## src/rtl/alu_rr_scheduler.sv

```systemverilog
// alu_rr_scheduler: round-robin front end sharing one serial-operand ALU
// between NREQ requesters. Sequences opcode, operand A and operand B onto the
// ALU bus, captures a one- or two-word result and returns it with a one-cycle
// response pulse to the requester that owns the operation.
//
// Optional build macro ALU_RR_SCHED_TIMEOUT_EN: aborts a WAIT that lasts TMO
// cycles without alu_fin and answers with rsp_err=1 and a zero result.
//
// state   | meaning
// --------+-----------------------------------------------------------
// S_IDLE  | arbitrate; grant pulses here, illegal opcodes skip the ALU
// S_ISSUE | opcode and operand A presented to the ALU
// S_OPA   | operand A held on ibus, opcode back to NOP
// S_OPB   | operand B on ibus
// S_WAIT  | wait for alu_fin, track previous obus word for two-word ops
// S_RESP  | one-cycle rsp_valid to the owner
module alu_rr_scheduler #(
  parameter int WIDTH = 32,
  parameter int NREQ  = 4,
  parameter int TMO   = 64
) (
  input  logic                    clk,
  input  logic                    rst_b,
  input  logic [NREQ-1:0]         req,
  input  logic [4*NREQ-1:0]       req_op,
  input  logic [WIDTH*NREQ-1:0]   req_a,
  input  logic [WIDTH*NREQ-1:0]   req_b,
  output logic [NREQ-1:0]         gnt,
  output logic [NREQ-1:0]         rsp_valid,
  output logic [WIDTH-1:0]        rsp_lo,
  output logic [WIDTH-1:0]        rsp_hi,
  output logic                    rsp_err,
  output logic                    busy,
  output logic [3:0]              alu_opcode,
  output logic [WIDTH-1:0]        alu_ibus,
  input  logic [WIDTH-1:0]        alu_obus,
  input  logic                    alu_fin
);

  localparam int PW = (NREQ > 1) ? $clog2(NREQ) : 1;
  localparam logic [3:0] OP_NOP = 4'd0;
  localparam logic [3:0] OP_MUL = 4'd10;
  localparam logic [3:0] OP_DIV = 4'd11;

  if (NREQ < 2 || NREQ > 8 || TMO < 1) begin : g_bad_param
    $error("alu_rr_scheduler: NREQ must be 2..8 and TMO at least 1");
  end

  typedef enum logic [2:0] {
    S_IDLE, S_ISSUE, S_OPA, S_OPB, S_WAIT, S_RESP
  } state_t;

  state_t            state, state_nxt;
  logic [3:0]        op_q;
  logic [WIDTH-1:0]  a_q, b_q, prev_q, lo_q, hi_q;
  logic              err_q;
  logic [PW-1:0]     owner_q, ptr_q;
  logic              win_found, win_legal, fin_cap, tmo_hit;
  logic [PW-1:0]     win_idx;
  logic [3:0]        win_op;

  // Round-robin search starting one past the last winner; held off in reset
  // so gnt stays low while rst_b is asserted.
  always_comb begin
    win_found = 1'b0;
    win_idx   = '0;
    for (int k = 1; k <= NREQ; k++) begin
      if (rst_b && !win_found && req[(int'(ptr_q) + k) % NREQ]) begin
        win_found = 1'b1;
        win_idx   = PW'((int'(ptr_q) + k) % NREQ);
      end
    end
    win_op    = req_op[win_idx*4 +: 4];
    win_legal = (win_op >= 4'd3) && (win_op <= 4'd11);
  end

`ifdef ALU_RR_SCHED_TIMEOUT_EN
  localparam int CW = $clog2(TMO + 1);
  logic [CW-1:0] tmo_cnt;

  // WAIT-cycle counter, cleared on the way into WAIT.
  always_ff @(posedge clk or negedge rst_b) begin
    if (!rst_b)                tmo_cnt <= '0;
    else if (state == S_OPB)   tmo_cnt <= '0;
    else if (state == S_WAIT)  tmo_cnt <= tmo_cnt + 1'b1;
  end

  assign tmo_hit = (state == S_WAIT) && (tmo_cnt == CW'(TMO - 1));
`else
  assign tmo_hit = 1'b0;
`endif

  // State register.
  always_ff @(posedge clk or negedge rst_b) begin
    if (!rst_b) state <= S_IDLE;
    else        state <= state_nxt;
  end

  // Next state plus ALU bus, grant and response strobes.
  always_comb begin
    state_nxt  = state;
    gnt        = '0;
    rsp_valid  = '0;
    alu_opcode = OP_NOP;
    alu_ibus   = '0;
    fin_cap    = 1'b0;
    case (state)
      S_IDLE: begin
        if (win_found) begin
          gnt[win_idx] = 1'b1;
          state_nxt    = win_legal ? S_ISSUE : S_RESP;
        end
      end
      S_ISSUE: begin
        alu_opcode = op_q;
        alu_ibus   = a_q;
        state_nxt  = S_OPA;
      end
      S_OPA: begin
        alu_ibus  = a_q;
        state_nxt = S_OPB;
      end
      S_OPB: begin
        alu_ibus  = b_q;
        state_nxt = S_WAIT;
      end
      S_WAIT: begin
        if (alu_fin) begin
          fin_cap   = 1'b1;
          state_nxt = S_RESP;
        end else if (tmo_hit) begin
          state_nxt = S_RESP;
        end
      end
      S_RESP: begin
        rsp_valid[owner_q] = 1'b1;
        state_nxt          = S_IDLE;
      end
      default: state_nxt = S_IDLE;
    endcase
  end

  // Request capture, pointer update and result registers; results only
  // change on the way into RESP so they hold between responses.
  always_ff @(posedge clk or negedge rst_b) begin
    if (!rst_b) begin
      op_q    <= OP_NOP;
      a_q     <= '0;
      b_q     <= '0;
      owner_q <= '0;
      ptr_q   <= PW'(NREQ - 1);
      prev_q  <= '0;
      lo_q    <= '0;
      hi_q    <= '0;
      err_q   <= 1'b0;
    end else begin
      if (state == S_IDLE && win_found) begin
        op_q    <= win_op;
        a_q     <= req_a[win_idx*WIDTH +: WIDTH];
        b_q     <= req_b[win_idx*WIDTH +: WIDTH];
        owner_q <= win_idx;
        ptr_q   <= win_idx;
        if (!win_legal) begin
          lo_q  <= '0;
          hi_q  <= '0;
          err_q <= 1'b1;
        end
      end
      if (state == S_WAIT) prev_q <= alu_obus;
      if (fin_cap) begin
        lo_q  <= alu_obus;
        hi_q  <= (op_q == OP_MUL || op_q == OP_DIV) ? prev_q : '0;
        err_q <= 1'b0;
      end else if (tmo_hit) begin
        lo_q  <= '0;
        hi_q  <= '0;
        err_q <= 1'b1;
      end
    end
  end

  assign rsp_lo  = lo_q;
  assign rsp_hi  = hi_q;
  assign rsp_err = err_q;
  assign busy    = (state != S_IDLE);

endmodule

```

## config.mk

```make
export PLATFORM = sky130hd
export DESIGN_NAME = alu_rr_scheduler
export DESIGN_NICKNAME = d
export VERILOG_FILES = /design/src/rtl/alu_rr_scheduler.sv
export SDC_FILE = /design/constraint.sdc
export NUM_CORES = 1
export LEC_CHECK = 0
export ABC_AREA = 1
export BUFFER_PORTS_ARGS = -buffer_cell sky130_fd_sc_hd__buf_2
export CORE_AREA = 3 3 165 167
export CTS_CLUSTER_DIAMETER = 30
export DETAILED_ROUTE_END_ITERATION = 16
export DIE_AREA = 0 0 168 170
export HOLD_SLACK_MARGIN = 0.08
export SETUP_SLACK_MARGIN = 0.4
export SYNTH_ARGS = -nofsm -noshare
export SYNTH_HDL_FRONTEND = slang
export SYNTH_SLANG_ARGS = --single-unit
```

## constraint.sdc

```tcl
create_clock -name clk -period 2.85 [get_ports clk]
set_clock_uncertainty 0.15 [all_clocks]
set_input_delay 0.285 -clock clk [delete_from_list [all_inputs] [get_ports clk]]
set_output_delay 0.285 -clock clk [all_outputs]
set_load 0.005 [all_outputs]
```

# == Word level (Yosys, flattened, before mapping) ==
# Index checks and enable logic that the tools add are counted.
# classes
add_sub_neg,4
n_lt_le_gt_ge,10
n_eq_ne,10
n_shift,3
mux,43
bitwise,4
n_reduce_logical,25
# op_table
operator,n
$shiftx A128 B8 Y32,2
$mux W32,5
$pmux W32 S2,1
$mux W1,19
$lt A3 B4 Y1 const B,4
$mux W4,4
$shiftx A16 B5 Y4,1
$pmux W3 S5,1
$logic_and A1 B1 Y1,11
$reduce_or A2 Y1,5
$mux W3,3
$bmux W1 S2,4
$eq A4 B4 Y1 const B,2
$mux W2,4
$eq A3 B2 Y1 const B,2
$eq A3 B3 Y1 const B,2
$lt A2 B3 Y1 const B,2
$add A2 B1 Y2 const B,2
$add A2 B2 Y2 const B,2
$and A1 B1 Y1 const A,4
$demux W1 S2,2
$ge A2 B1 Y1 const B,2
$ge A4 B2 Y1 const B,1
$le A4 B4 Y1 const B,1
9 further kinds,13
# totals
reg_bits,172
inputBits,311
out_inout_bits,110
word_cells,109

# == Logic depth before layout (Yosys ltp) ==
# Gate-level depths: netlist of run 1.
# logic_depth
word_depth,26
ltp_mapped,21

# == Least setup slack after synthesis of run 1 ==
# OpenSTA, ideal clock, no wires.
# synth_timing
path_kind,reg2out
startpoint,register ptr_q[0]
endpoint,output gnt[0]
arrival_time_ns,2.137
t_required_ns,2.415
slack_ns,0.278
path_stages_with_launch,15
n_path_buf,2
path_cell_list,dfstp_2 inv_2 nand2_1 nand3_1 nand2_1 inv_1 o21ai_4 nand3_1 nand3_1 nand2_1 clkinv_1 buf_2 clkbuf_1 nand2_1 nor2_1
# synth_between
elab_chain_len,24
# synth_lines
element,line,text
from (decl),57,"logic [PW-1:0] owner_q, ptr_q;"
from (signal assigned),151,ptr_q <= PW'(NREQ - 1);
from (signal assigned),162,ptr_q <= win_idx;
$add A2 B1 Y2,"68, 70",
$bmux W1 S2,68,if (rst_b && !win_found && req[(int'(ptr_q) + k) % NREQ]) begin
$mux W1 (implied by the code) (2 in series),68,
$logic_and A1 B1 Y1,68,
$mux W1,68,
$logic_not A1 Y1,68,
$logic_and A1 B1 Y1 (2 in series),68,
$mux W1,68,
[5 not listed],-,
$logic_and A1 B1 Y1 (2 in series),68,
$mux W2,68,
$lt A2 B3 Y1 (implied by the code) / $ge A2 B1 Y1 (equally long branches),110,gnt[win_idx] = 1'b1;
$logic_and A1 B1 Y1 (implied by the code),110,
$mux W1 (implied by the code),110,
$demux W1 S2,110,
$mux W4 *,109,if (win_found) begin
$mux W4 *,107,case (state)
to (decl),28,"output logic [NREQ-1:0] gnt,"
# Mark *: on every way between the ends. The rest lies on a longest branch, timed or not. The select of a mux whose other input is x is not followed.

# == Worst setup path in the final report of run 1 ==
# layout_timing
startpoint,register ptr_q[0]
endpoint,output gnt[3]
# The elaborated chain is that of the path after synthesis.

==> qor_table.md, run 1 <==
| Stage | Item | Reported |
| --- | --- | --- |
| hold path | Startpoint of the tightest hold check path | req_b[0] |
| timing | Slew Limit Headroom | 54.84% |
| setup path | Setup slack of the most critical reg-to-reg path | 20 ps |
| clock network | Number of buffers added by the clock tree synthesis step | 17 |
| place | HPWL Detailed | 25040 µm |
| logic synthesis | Post-synth EDFFs | 0 |
| timing | Number of slew-limit violations in the final report | 0 |
| clock network | Clock transition at the register clock pins on the worst setup and hold paths after CTS | 80 ps |
| grt | Number of global-route vias before repair | 10315 |
| logic synthesis | Nets in the synthesized netlist | 1587 |
| status | Run status | finished clean |
| cells and area | Proportion of layout cells with a drive suffix above 1 | 36.10% |
| logic synthesis | Share of cell area taken by muxes after synthesis | 0% |
| detailed routing | Routed len/inst | 18.54 µm |
| setup path | Origin of the critical flop-to-flop path | ptr_q[0] |
| setup path | Worst r2r path cells | 19 |
| detailed routing | Aggregate routed wire length | 39500 µm |
| floorplanning | Die width | 168 µm |
| cells and area | Total Nets Final | 2090 |
| power | Ratio of total power to cell area | 1321 mW/mm² |
| clock network | Insertion delay of the later-clocked pin in the worst-skew pair | 420 ps |
| floorplanning | Number of top-level design ports | 421 |
| place | Instance area at placement | 0.01177 mm² |
| detailed routing | Remaining routing DRC violations | 0 |
| timing | Max Clock Freq | 352.5 MHz |
| floorplanning | Initial cell density of the core | 35.44% |
| cells and area | Filler cell count in the final layout | 2505 |
| detailed routing | Average via count per standard cell | 5.122 |
| grt | GR met2 Demand/Resource | 41.82% |
| detailed routing | Number of routed nets with antenna violations | 0 |
| grt | Number of antenna violations at the first check in global routing | 3 |
| setup path | Kind of end point of the critical path | primary output |
| job | Maxcap violations | 0 |
| place | Final weighted congestion in routability-driven placement | 0.8799 |
| logic synthesis | Synth Area per Inst | 7.196 µm² |
| logic synthesis | Flop and latch count out of synthesis | 172 |
| detailed routing | Detailed-routing iteration count for the pre-antenna-repair pass | 7 |
| power | Leakage | 7.618 nW |
| grt | Remaining global-route overflow | 0 |
| floorplanning | Area of the core | 0.02591 mm² |
| floorplanning | Overall die area | 0.02856 mm² |
| logic synthesis | Yosys synthesis warning count | 0 |
| logic synthesis | Count of mapped cells out of synthesis | 1276 |
| place | Port Buffer Count | 420 |
| logic synthesis | Area share of and/or/nand/nor cells after synthesis | 26.77% |
| hold path | Worst hold path cell count | 5 |
| logic synthesis | Async set-reset flop share out of synthesis | 100.0% |
| hold path | Tightest Hold Check Type | primary input to flip-flop |
| clock network | Clock tree from TritonCTS | yes |
| clock network | CTS root buffer | clkbuf_16 |
| grt | All-layer global routing usage | 25.72% |
| floorplanning | Die Y-Extent | 170 µm |
| setup path | Maximum net fanout on the critical path | 9 |
| timing | Final Cycle Share | 99.53% |
| grt | Met1 global-route usage | 33.48% |
| logic synthesis | Netlist Area Pre-Place | 0.009183 mm² |
| timing | RSZ-0062 raised after global routing | true |
| logic synthesis | Proportion of synthesized chip area in sequential cells | 46.90% |
| grt | Most Crowded Layer GR | met2 |
| setup path | Endpoint of the worst-slack reg-to-reg timing path | rsp_lo[19] |
| setup path | Arrival time worst endpoint | 2400 ps |
| detailed routing | Vias after detailed routing | 10910 |
| setup path | Data required time at the worst endpoint | 2410 ps |
| clock network | CTS Buffer Depth | 2 |
| hold path | Hold Path Sink | b_q[0] |
| timing | Minimum period implied by the final worst setup slack | 2837 ps |
| floorplanning | Number of rows in the core area | 59 |
| logic synthesis | Compound-gate portion of the synthesized area | 17.82% |
| logic synthesis | Share of the synthesized netlist area taken by xor and xnor gates | 0% |
| grt | Largest net degree at the start of global routing | 75 |
| cells and area | Design Area, Final | 0.01424 mm² |
| power | Maximum vdd ir drop | 0.8688 mV |
| logic synthesis | Synth Area in Adders | 0% |
| grt | Met3 GRT Util | 5.064% |
| logic synthesis | Largest family of logic cells by synthesized area | simple AND/OR/NAND/NOR gates |
| timing | Worst hold-check slack | 79.51 ps |
| timing | Worst slew pin tran | 677.4 ps |
| logic synthesis | Cell variety after synth | 28 |
| clock network | Max H-tree Level | 4 |
| detailed routing | DRT iter0 DRCs | 819 |
| setup path | Worst setup path class | flip-flop to primary output |
| clock network | Clock sink count | 172 |
| timing | Setup violators final | 0 |
| setup path | Startpoint class of the critical path | flip-flop |
| grt | First-pass GRT wire length | 57170 µm |
| timing | Endpoints failing hold | 0 |
| logic synthesis | Primary flip-flop cell chosen by synthesis mapping | dfrtp_1 |
| cells and area | Syn-to-layout area delta | 55.08% |
## state kept, by name (all words and copies together), names as in the netlist
| register | count |
|---|---|
| owner_q | 2 |
| rsp_lo | 32 |
| state | 3 |
| rsp_hi | 32 |
| a_q | 32 |
| prev_q | 32 |
| op_q | 4 |
| ptr_q | 2 |
| b_q | 32 |
| rsp_err | 1 |
## kinds of logic (layout without fill, tap and decap cells)
group,after synthesis,after routing
AO/OA/AOI/OAI,300,300
buffers and inverters,187,702
flip-flops,172,172
other,0,3
AND/OR/NAND/NOR,617,618
## worst max-delay path: stages (launching register included)
cell     delay [ps]
dfstp_2         590
inv_4            80
nand2_1          80
nand3_1          80
nand2_2         110
inv_2            60
o21ai_4         200
buf_4           150
nand3_2          90
nand3_4         100
nand2_4          80
inv_8           100
nand2_4          70
nor2_1           80
buf_2           120
## synthesized netlist by cell type (2+ instances only)
cell	count	area share [%]
a21oi_1	2	0.11
buf_1	8	0.33
buf_2	14	0.76
buf_6	8	0.98
clkbuf_1	54	2.2
clkinv_1	2	0.082
dfrtp_1	170	46
dfstp_2	2	0.57
inv_1	98	4.0
inv_2	2	0.082
nand2_1	413	17
nand2_2	17	1.2
nand3_1	26	1.4
nand3b_1	3	0.25
nand4_1	3	0.20
nor2_1	142	5.8
nor2_2	2	0.14
nor3_1	6	0.33
o21ai_0	200	11
o22ai_1	96	6.5
## cell type report
class / instances / area [µm²] / share of cell area [%]
diodes: 3 / 7.507 / 0.05272
clock buffers: 18 / 439.2 / 3.084
clock inverters: 14 / 170.2 / 1.195
inverters: 102 / 407.9 / 2.864
multi-input cells: 918 / 4444 / 31.21
flip-flops and latches: 172 / 4307 / 30.24
well taps: 335 / 419.2 / 2.944
repair buffers: 568 / 4045 / 28.41
## per-stage QoR
| stage | power [W] | utilization [%] | setup WS, ps | instances | setup TNS (ps) |
|---|---|---|---|---|---|
| 2_1_floorplan | 0.009300 | - | 336.9 | 1276 | 0 |
| 3_3_place_gp | 0.01232 | 45.42 | 13.62 | 1989 | 0 |
| 3_5_place_dp | 0.01242 | 45.42 | -7.614 | 1989 | -7.614 |
| 4_1_cts | 0.01755 | 53.01 | 48.86 | 2109 | 0 |
| 5_1_grt | 0.02007 | 54.96 | -168.8 | 2130 | -12120 |
| 6_report | 0.01881 | 54.96 | 13.39 | 2130 | 0 |
## layout by cell type (no fill, tap or decap), types with 2 or more instances in the layout
master and instances:
o21ai_0 165, nand2_8 2, dfrtp_1 170, dlygate4sd3_1 42, bufbuf_16 2, nand3_2 2
nor2_4 3, nand4_1 3, nor3_1 4, o21ai_1 28, buf_2 419, inv_8 5
buf_6 12, inv_4 2, dfstp_2 2, clkinv_8 6, nor2_2 8, nand3_4 3
buf_16 14, o22ai_2 14, diode_2 3, nand2_2 27, clkbuf_16 27, o21ai_4 2
o22ai_1 81, buf_8 4, nand2_1 396, nand3b_1 3, inv_6 3, inv_1 95
clkinv_4 2, inv_2 2, nand2_4 7, nand3_1 22, clkbuf_8 2, o21ai_2 6
buf_12 11, buf_4 53, nor2_1 133
## metal layers
| metal | vias up | routed length, µm |
|---|---|---|
| met5 | - | 0 |
| met4 | 0 | 1658 |
| met3 | 89 | 3232 |
| met2 | 537 | 18530 |
| met1 | 5139 | 16080 |
| li1 | 5145 | - |
## worst max path at each step
stage	start	end	slack, ps	depth (start not counted)
after global placement	ptr_q[0]	a_q[4]	10	15
final	ptr_q[0]	gnt[3]	10	14
after global routing	ptr_q[0]	rsp_lo[5]	-170	19
after CTS	ptr_q[0]	rsp_hi[27]	50	18
after floorplan	ptr_q[0]	rsp_err	340	20
after detailed placement	ptr_q[0]	a_q[4]	-8	15
## timing repair
action                                  in CTS  in global routing
hold buffers                                42                  0
hold endpoints to repair                   170                  0
gates resized for setup                     92                 57
gates cloned                                13                 12
endpoints found under the setup margin     159                245
setup buffers                               33                  6
pin swaps                                   20                 28
## power breakdown
part,switching (W),internal (W)
clock,0.00115,0.00121
sequential,0.000476,0.00356
combinational,0.00701,0.00540
total,0.00864,0.0102
Power figures use the tool's default switching activity.
==> run 2, diff against run 1 <==
CORE_AREA = 3 3 163 165   (was 3 3 165 167)
CTS_BUF_LIST = sky130_fd_sc_hd__clkbuf_2   (was not set)
DIE_AREA = 0 0 166 168   (was 0 0 168 170)
==> qor_table.md, run 2 (same netlist as run 1, synthesis figures left out) <==
| Stage | Item | Reported | Delta |
| --- | --- | --- | --- |
| status | Run status | finished with violations |  |
| status | Failing checks | setup timing |  |
| cells and area | Total Nets Final | 2360 | +13% |
| cells and area | Post-Route Utilization | 65.70% | +11 points |
| place | Final weighted congestion in routability-driven placement | 0.9524 | +8.2% |
| clock network | Insertion delay of the later-clocked pin in the worst-skew pair | 730 ps | +310 ps |
| timing | Worst slew pin tran | 895.9 ps | +218.5 ps |
| detailed routing | Average via count per standard cell | 5.255 | +2.6% |
| floorplanning | Overall die area | 0.02789 mm² | -2.4% |
| timing | Slew Limit Headroom | 40.27% | -15 points |
| floorplanning | Number of rows in the core area | 58 | -1.7% |
| timing | Minimum period implied by the final worst setup slack | 3144 ps | +307.6 ps |
| setup path | Arrival time worst endpoint | 2710 ps | +310 ps |
| grt | Number of antenna violations at the first check in global routing | 7 | +4 |
| grt | Number of global-route vias before repair | 13050 | +27% |
| hold path | Tightest Hold Check Type | primary input to flip-flop |  |
| floorplanning | Die width | 166 µm | -1.2% |
| setup path | Data required time at the worst endpoint | 2410 ps | about the same |
| timing | Crit path setup slack, layout | -294.2 ps | -307.6 ps |
| floorplanning | Initial cell density of the core | 36.47% | +1.0 points |
| detailed routing | Number of routed nets with antenna violations | 0 | unchanged |
| clock network | Number of buffers added by the clock tree synthesis step | 17 | unchanged |
| detailed routing | Remaining routing DRC violations | 0 | unchanged |
| power | Maximum vdd ir drop | 0.7855 mV | -9.6% |
| clock network | Clock transition at the register clock pins on the worst setup and hold paths after CTS | 270 ps | +190 ps |
| cells and area | Commonest non-fill, non-tap cell in the layout | buf_2 |  |
| detailed routing | Routed len/inst | 19.07 µm | +2.8% |
| cells and area | Syn-to-layout area delta | 80.17% |  |
| setup path | Maximum net fanout on the critical path | 9 | unchanged |
| setup path | Kind of end point of the critical path | primary output |  |
| setup path | Startpoint class of the critical path | flip-flop |  |
| timing | Final Cycle Share | 110.3% | +11 points |
| detailed routing | Vias after detailed routing | 12632 | +16% |
| clock network | CTS root buffer | clkbuf_2 |  |
| grt | First-pass GRT wire length | 69780 µm | +22% |
| job | Maxcap violations | 0 | unchanged |
| hold path | Worst hold path cell count | 4 | -1 |
| floorplanning | Number of top-level design ports | 421 | unchanged |
| detailed routing | DRT iter0 DRCs | 1178 | +44% |
| timing | Max Clock Freq | 318.0 MHz | -9.8% |
| place | Port Buffer Count | 420 | unchanged |
| floorplanning | Area of the core | 0.02518 mm² | -2.8% |
| clock network | CTS Buffer Depth | 2 | unchanged |
| grt | Largest net degree at the start of global routing | 69 | -8.0% |
| timing | RSZ-0062 raised after global routing | true |  |
| cells and area | Proportion of layout cells with a drive suffix above 1 | 30.55% | -5.6 points |
| cells and area | Filler cell count in the final layout | 2003 | -20% |
| grt | All-layer global routing usage | 31.25% | +5.5 points |
| power | Ratio of total power to cell area | 1059 mW/mm² | -20% |
| place | HPWL Detailed | 25370 µm | +1.3% |
| timing | Setup violators final | 117 | +117 |
| cells and area | Commonest cells after routing, fill and taps aside | buf_2, nand2_1, dlygate4sd3_1 |  |
| detailed routing | Aggregate routed wire length | 45840 µm | +16% |
| timing | Number of slew-limit violations in the final report | 0 | unchanged |
| timing | Worst hold-check slack | 157.4 ps | +77.93 ps |
| grt | Remaining global-route overflow | 0 | unchanged |
| power | Leakage | 8.533 nW | +12% |
| setup path | Worst setup path class | flip-flop to primary output |  |
| place | Post-Place Setup Slack | 40.50 ps | +48.12 ps |
| detailed routing | Detailed-routing iteration count for the pre-antenna-repair pass | 7 | unchanged |
| clock network | Clock sink count | 172 | unchanged |
| floorplanning | Die Y-Extent | 168 µm | -1.2% |
| setup path | Worst r2r path cells | 17 | -2 |
| clock network | Max H-tree Level | 4 | unchanged |
| timing | Endpoints failing hold | 0 | unchanged |
| clock network | Clock tree from TritonCTS | yes |  |
run 2: cell types whose count changed in the layout (fill, tap and decap cells not counted), moves of 6 or more:
cell and delta:
diode_2 +9, clkbuf_16 -25, o21ai_0 +18, buf_4 -6
bufbuf_16 +6, buf_16 -6, clkbuf_2 +18, dlygate4sd3_1 +289
o21ai_1 -15
run 2: layer usage:
metal | vias up | track usage, % | part of all wire (%)
met2 | 905 | 50.53 | 46
met4 | 0 | 18.70 | 7.2
met1 | 5740 | 37.11 | 37
met3 | 284 | 9.087 | 10
met5 | - | 0 | 0
li1 | 5703 | - | -
run 2: what timing repair did:
action	CTS	global route
gates cloned	15	2
endpoints found under the hold margin	321	11
setup buffers	25	9
pin swaps	30	29
hold buffers	323	8
resized for setup	67	61
setup endpoints to repair	167	172
run 2: final cells by class:
| class | count | area, µm² | area share [%] |
|---|---|---|---|
| Antenna cell | 12 | 30.03 | 0.1815 |
| Clock buffer | 18 | 90.09 | 0.5445 |
| Clock inverter | 14 | 151.4 | 0.9151 |
| Inverter | 102 | 409.1 | 2.473 |
| Multi-Input combinational cell | 917 | 4436 | 26.81 |
| Sequential cell | 172 | 4307 | 26.03 |
| Tap cell | 330 | 412.9 | 2.496 |
| Timing Repair Buffer | 839 | 6709 | 40.55 |
run 2: power breakdown:
group / switching [W] / total (W) / internal (W)
Combinational: 0.00693 / 0.0122 / 0.00526
Clock: 0.00101 / 0.00131 / 0.000293
Sequential: 0.000469 / 0.00401 / 0.00354
run 2: metrics by stage:
stage          total power, W  cells  setup TNS [ps]  area, µm²
2_1_floorplan        0.009300   1276               0       9206
3_3_place_gp          0.01235   1978               0      11740
4_1_cts               0.01634   2373           -7018      16070
3_5_place_dp          0.01246   1978               0      11740
6_report              0.01751   2404          -10410      16540
5_1_grt               0.01862   2398          -28250      16530
run 2: critical path, cell delays in order (launching register included):
cell	delay, ps
dfstp_2	660
inv_4	80
nand2_2	80
nand3_2	80
nand2_4	100
inv_2	50
o21ai_4	210
nand4_4	160
nand2_8	120
clkinv_8	70
buf_12	130
nand2_8	90
nor2_2	40
buf_2	130
run 2: path summary, 6_finish.rpt:
kind | slack [ps] | start | endpoint
min reg2reg | 340 | prev_q[28] | rsp_hi[28]
min | 160 | alu_obus[4] | rsp_lo[4]
max | -290 | ptr_q[0] | gnt[0]
max reg2reg | -290 | ptr_q[0] | a_q[12]
max in group asynchronous | 1420 | rst_b | rsp_lo[27]
min in group asynchronous | 390 | rst_b | rsp_hi[2]
==> run 3, diff against run 2 <==
CELL_PAD_IN_SITES_DETAIL_PLACEMENT = 0   (was not set)
CELL_PAD_IN_SITES_GLOBAL_PLACEMENT = 2   (was not set)
CORE_AREA = not set   (was 3 3 163 165)
CORE_MARGIN = 3   (was not set)
CORE_UTILIZATION = 25   (was not set)
DIE_AREA = not set   (was 0 0 166 168)
PLACE_DENSITY_LB_ADDON = 0.1   (was not set)
==> qor_table.md, run 3 (same netlist as run 1, synthesis figures left out) <==
| Stage | Item | Reported | Delta |
| --- | --- | --- | --- |
| clock network | CTS root buffer | clkbuf_2 |  |
| clock network | Insertion delay of the later-clocked pin in the worst-skew pair | 810 ps | +80 ps |
| floorplanning | Number of top-level design ports | 421 | unchanged |
| timing | Slew Limit Headroom | 37.15% | -3.1 points |
| timing | Minimum period implied by the final worst setup slack | 3347 ps | +202.7 ps |
| detailed routing | Routed len/inst | 18.96 µm | -0.56% |
| setup path | Data required time at the worst endpoint | 2410 ps | about the same |
| power | Sw power | 0.01011 W | +20% |
| timing | Number of slew-limit violations in the final report | 0 | unchanged |
| hold path | Tightest Hold Check Type | primary input to flip-flop |  |
| floorplanning | Die width | 197.7 µm | +19% |
| power | Internal power | 0.01126 W | +24% |
| detailed routing | Vias after detailed routing | 11948 | -5.4% |
| grt | Number of global-route vias before repair | 12271 | -6.0% |
| clock network | Clock tree from TritonCTS | yes |  |
| setup path | Worst setup path class | flip-flop to primary output |  |
| detailed routing | Aggregate routed wire length | 48660 µm | +6.1% |
| grt | First-pass GRT wire length | 69810 µm | about the same |
| cells and area | Post-Layout Cell Count | 2566 | +6.7% |
| timing | Crit path setup slack, layout | -496.9 ps | -202.7 ps |
| setup path | Cell with the biggest individual delay on the critical path | dfstp_2 |  |
| floorplanning | Overall die area | 0.03907 mm² | +40% |
| hold path | Worst hold path cell count | 8 | +4 |
| job | Maxcap violations | 0 | unchanged |
| place | Cell count after placement | 2108 | +6.6% |
| grt | Number of antenna violations at the first check in global routing | 2 | -5 |
| timing | RSZ-0062 raised after global routing | true |  |
| floorplanning | Area of the core | 0.03591 mm² | +43% |
| setup path | Worst r2r path cells | 25 | +8 |
| setup path | Maximum net fanout on the critical path | 5 | -4 |
| cells and area | Total Nets Final | 2403 | +1.8% |
| detailed routing | Detailed-routing iteration count for the pre-antenna-repair pass | 5 | -2 |
| status | Run status | finished with violations |  |
| timing | Worst hold-check slack | -22.15 ps | -179.6 ps |
| cells and area | Syn-to-layout area delta | 104.8% |  |
| timing | Endpoints failing hold | 1 | +1 |
| power | Switching part of the total power | 47.31% | -0.74 points |
| detailed routing | Number of routed nets with antenna violations | 0 | unchanged |
| floorplanning | Initial cell density of the core | 25.57% | -11 points |
| setup path | Origin of the critical flop-to-flop path | ptr_q[0] |  |
| power | Relative contribution of combinational cells to total power | 74.7% | +5.1 points |
| power | Ratio of total power to cell area | 1136 mW/mm² | +7.3% |
| place | HPWL Detailed | 28460 µm | +12% |
| setup path | Maximum single-stage delay on the critical path | 690 ps | +30 ps |
| power | Maximum vdd ir drop | 0.6421 mV | -18% |
| setup path | Series of cell instances along the critical path | clkinv_4, nand2_4, nand3_4, nand2_4, inv_4, o21ai_4, buf_6, buf_6, nand4_4, nand2_8, buf_12, nand2_8, nor2_2, buf_2 |  |
| detailed routing | Average via count per standard cell | 4.656 | -11% |
| clock network | Clock transition at the register clock pins on the worst setup and hold paths after CTS | 290 ps | +20 ps |
| cells and area | Proportion of layout cells with a drive suffix above 1 | 41.87% | +11 points |
| power | Tot Pwr | 0.02137 W | +22% |
| detailed routing | Remaining routing DRC violations | 0 | unchanged |
| timing | Final Cycle Share | 117.4% | +7.1 points |
| status | Failing checks | hold timing, setup timing |  |
| place | Final weighted congestion in routability-driven placement | 0.7739 | -19% |
| setup path | Combined buffer and inverter count along the critical path | 6 | +1 |
| timing | Max Clock Freq | 298.8 MHz | -6.1% |
| hold path | Startpoint of the tightest hold check path | rst_b |  |
| setup path | Kind of end point of the critical path | primary output |  |
| grt | All-layer global routing usage | 23.15% | -8.1 points |
| cells and area | Commonest cells after routing, fill and taps aside | buf_2, dlygate4sd3_1, nand2_1 |  |
| clock network | Max H-tree Level | 4 | unchanged |
| grt | Largest net degree at the start of global routing | 76 | +10% |
| power | Part of the power in registers | 19.4% | -3.5 points |
| grt | Remaining global-route overflow | 0 | unchanged |
| floorplanning | Number of rows in the core area | 69 | +19% |
| clock network | Clock sink count | 172 | unchanged |
| timing | Setup violators final | 129 | +10% |
| setup path | Startpoint class of the critical path | flip-flop |  |
| timing | Setup total negative slack | -47650 ps | -37240 ps |
| power | Clock power frac | 5.9% | -1.6 points |
| power | Leakage | 9.220 nW | +8.1% |
| setup path | Endpoint of the worst-slack reg-to-reg timing path | rsp_hi[29] |  |
| place | Port Buffer Count | 420 | unchanged |
| clock network | Hold Buf Count CTS | 343 | +6.2% |
| clock network | CTS Buffer Depth | 2 | unchanged |
| setup path | Setup slack of the most critical reg-to-reg path | -480 ps | -190 ps |
| cells and area | Commonest non-fill, non-tap cell in the layout | buf_2 |  |
| clock network | Number of buffers added by the clock tree synthesis step | 17 | unchanged |
| setup path | Arrival time worst endpoint | 2910 ps | +200 ps |
| floorplanning | Die Y-Extent | 197.7 µm | +18% |
| hold path | Hold Path Sink | op_q[2] |  |
| detailed routing | DRT iter0 DRCs | 649 | -45% |
| setup path | Delay-heaviest family, CP | flip-flops |  |
| timing | Worst slew pin tran | 942.8 ps | +46.86 ps |
-- run 3: how the worst max path moves through the flow --
stage | from | end | slack (ps) | depth (start not counted)
2_1_floorplan | ptr_q[0] | rsp_err | 340 | 20
3_3_place_gp | ptr_q[0] | a_q[9] | 10 | 14
3_5_place_dp | ptr_q[0] | a_q[11] | -10 | 14
4_1_cts | ptr_q[0] | gnt[1] | -500 | 12
5_1_grt | ptr_q[0] | gnt[1] | -710 | 14
6_report | ptr_q[0] | gnt[1] | -500 | 14
-- run 3: final cells by class --
type | count | area, µm²
Inverter | 102 | 407.9
Tap cell | 461 | 576.8
Clock inverter | 12 | 113.9
Timing Repair inverter | 1 | 6.256
Sequential cell | 172 | 4308
Timing Repair Buffer | 881 | 7591
Clock buffer | 19 | 95.09
Antenna cell | 1 | 2.502
Multi-Input combinational cell | 917 | 5702
Fill cell | 3398 | 17110
-- run 3: repair_timing --
action                                 CTS  global route
buffers inserted                        33            14
setup endpoints to repair              181           207
endpoints found under the hold margin  270             4
cloned                                  16            20
pin swaps                               21            56
gates resized for setup                153           443
-- run 3: routing by layer --
| metal | part of all wire [%] | vias to the layer above | GRT usage, % |
|---|---|---|---|
| met4 | 2.6 | 2 | 7.261 |
| met3 | 4.7 | 73 | 3.906 |
| met5 | 0.021 | - | 0 |
| li1 | - | 5800 | - |
| met1 | 43 | 5677 | 29.49 |
| met2 | 49 | 396 | 40.17 |
-- run 3: worst reg2reg max path, stage by stage (launching register included) --
cell and delay [ps]:
dfstp_2 690, clkinv_4 110, nand2_4 100, nand3_4 80, nand2_4 100, inv_4 40, o21ai_4 180, nand3_2 120
buf_6 130, buf_6 100, buf_6 100, buf_6 100, buf_6 100, buf_6 110, nand2_2 50, nand3_2 60
nand3_2 70, nand2_2 80, nor2_2 100, nand2_2 90, nand3_4 90, nand2_8 90, buf_12 170, buf_12 140
nand2_2 60, nand2_1 50
-- run 3: stage by stage --
step,hold slack [ps],util [%],worst slack (ps),cell area [µm²]
after floorplan,-160.6,-,336.9,9206
after global placement,299.2,33.17,13.40,11910
after detailed placement,303.7,33.17,-12.22,11910
after global routing,-87.70,52.36,-705.2,18800
final,-22.15,52.36,-496.9,18800
after CTS,-116.3,46.67,-503.4,16760
-- run 3: power by group through the flow --
stage,registers (W),clock network [W],logic [W]
global placement,0.00406,0,0.00878
detailed placement,0.00407,0,0.00880
CTS,0.00401,0.00133,0.0121
finish,0.00414,0.00127,0.0160
floorplan,0.00403,0,0.00527
global route,0.00427,0.00142,0.0172
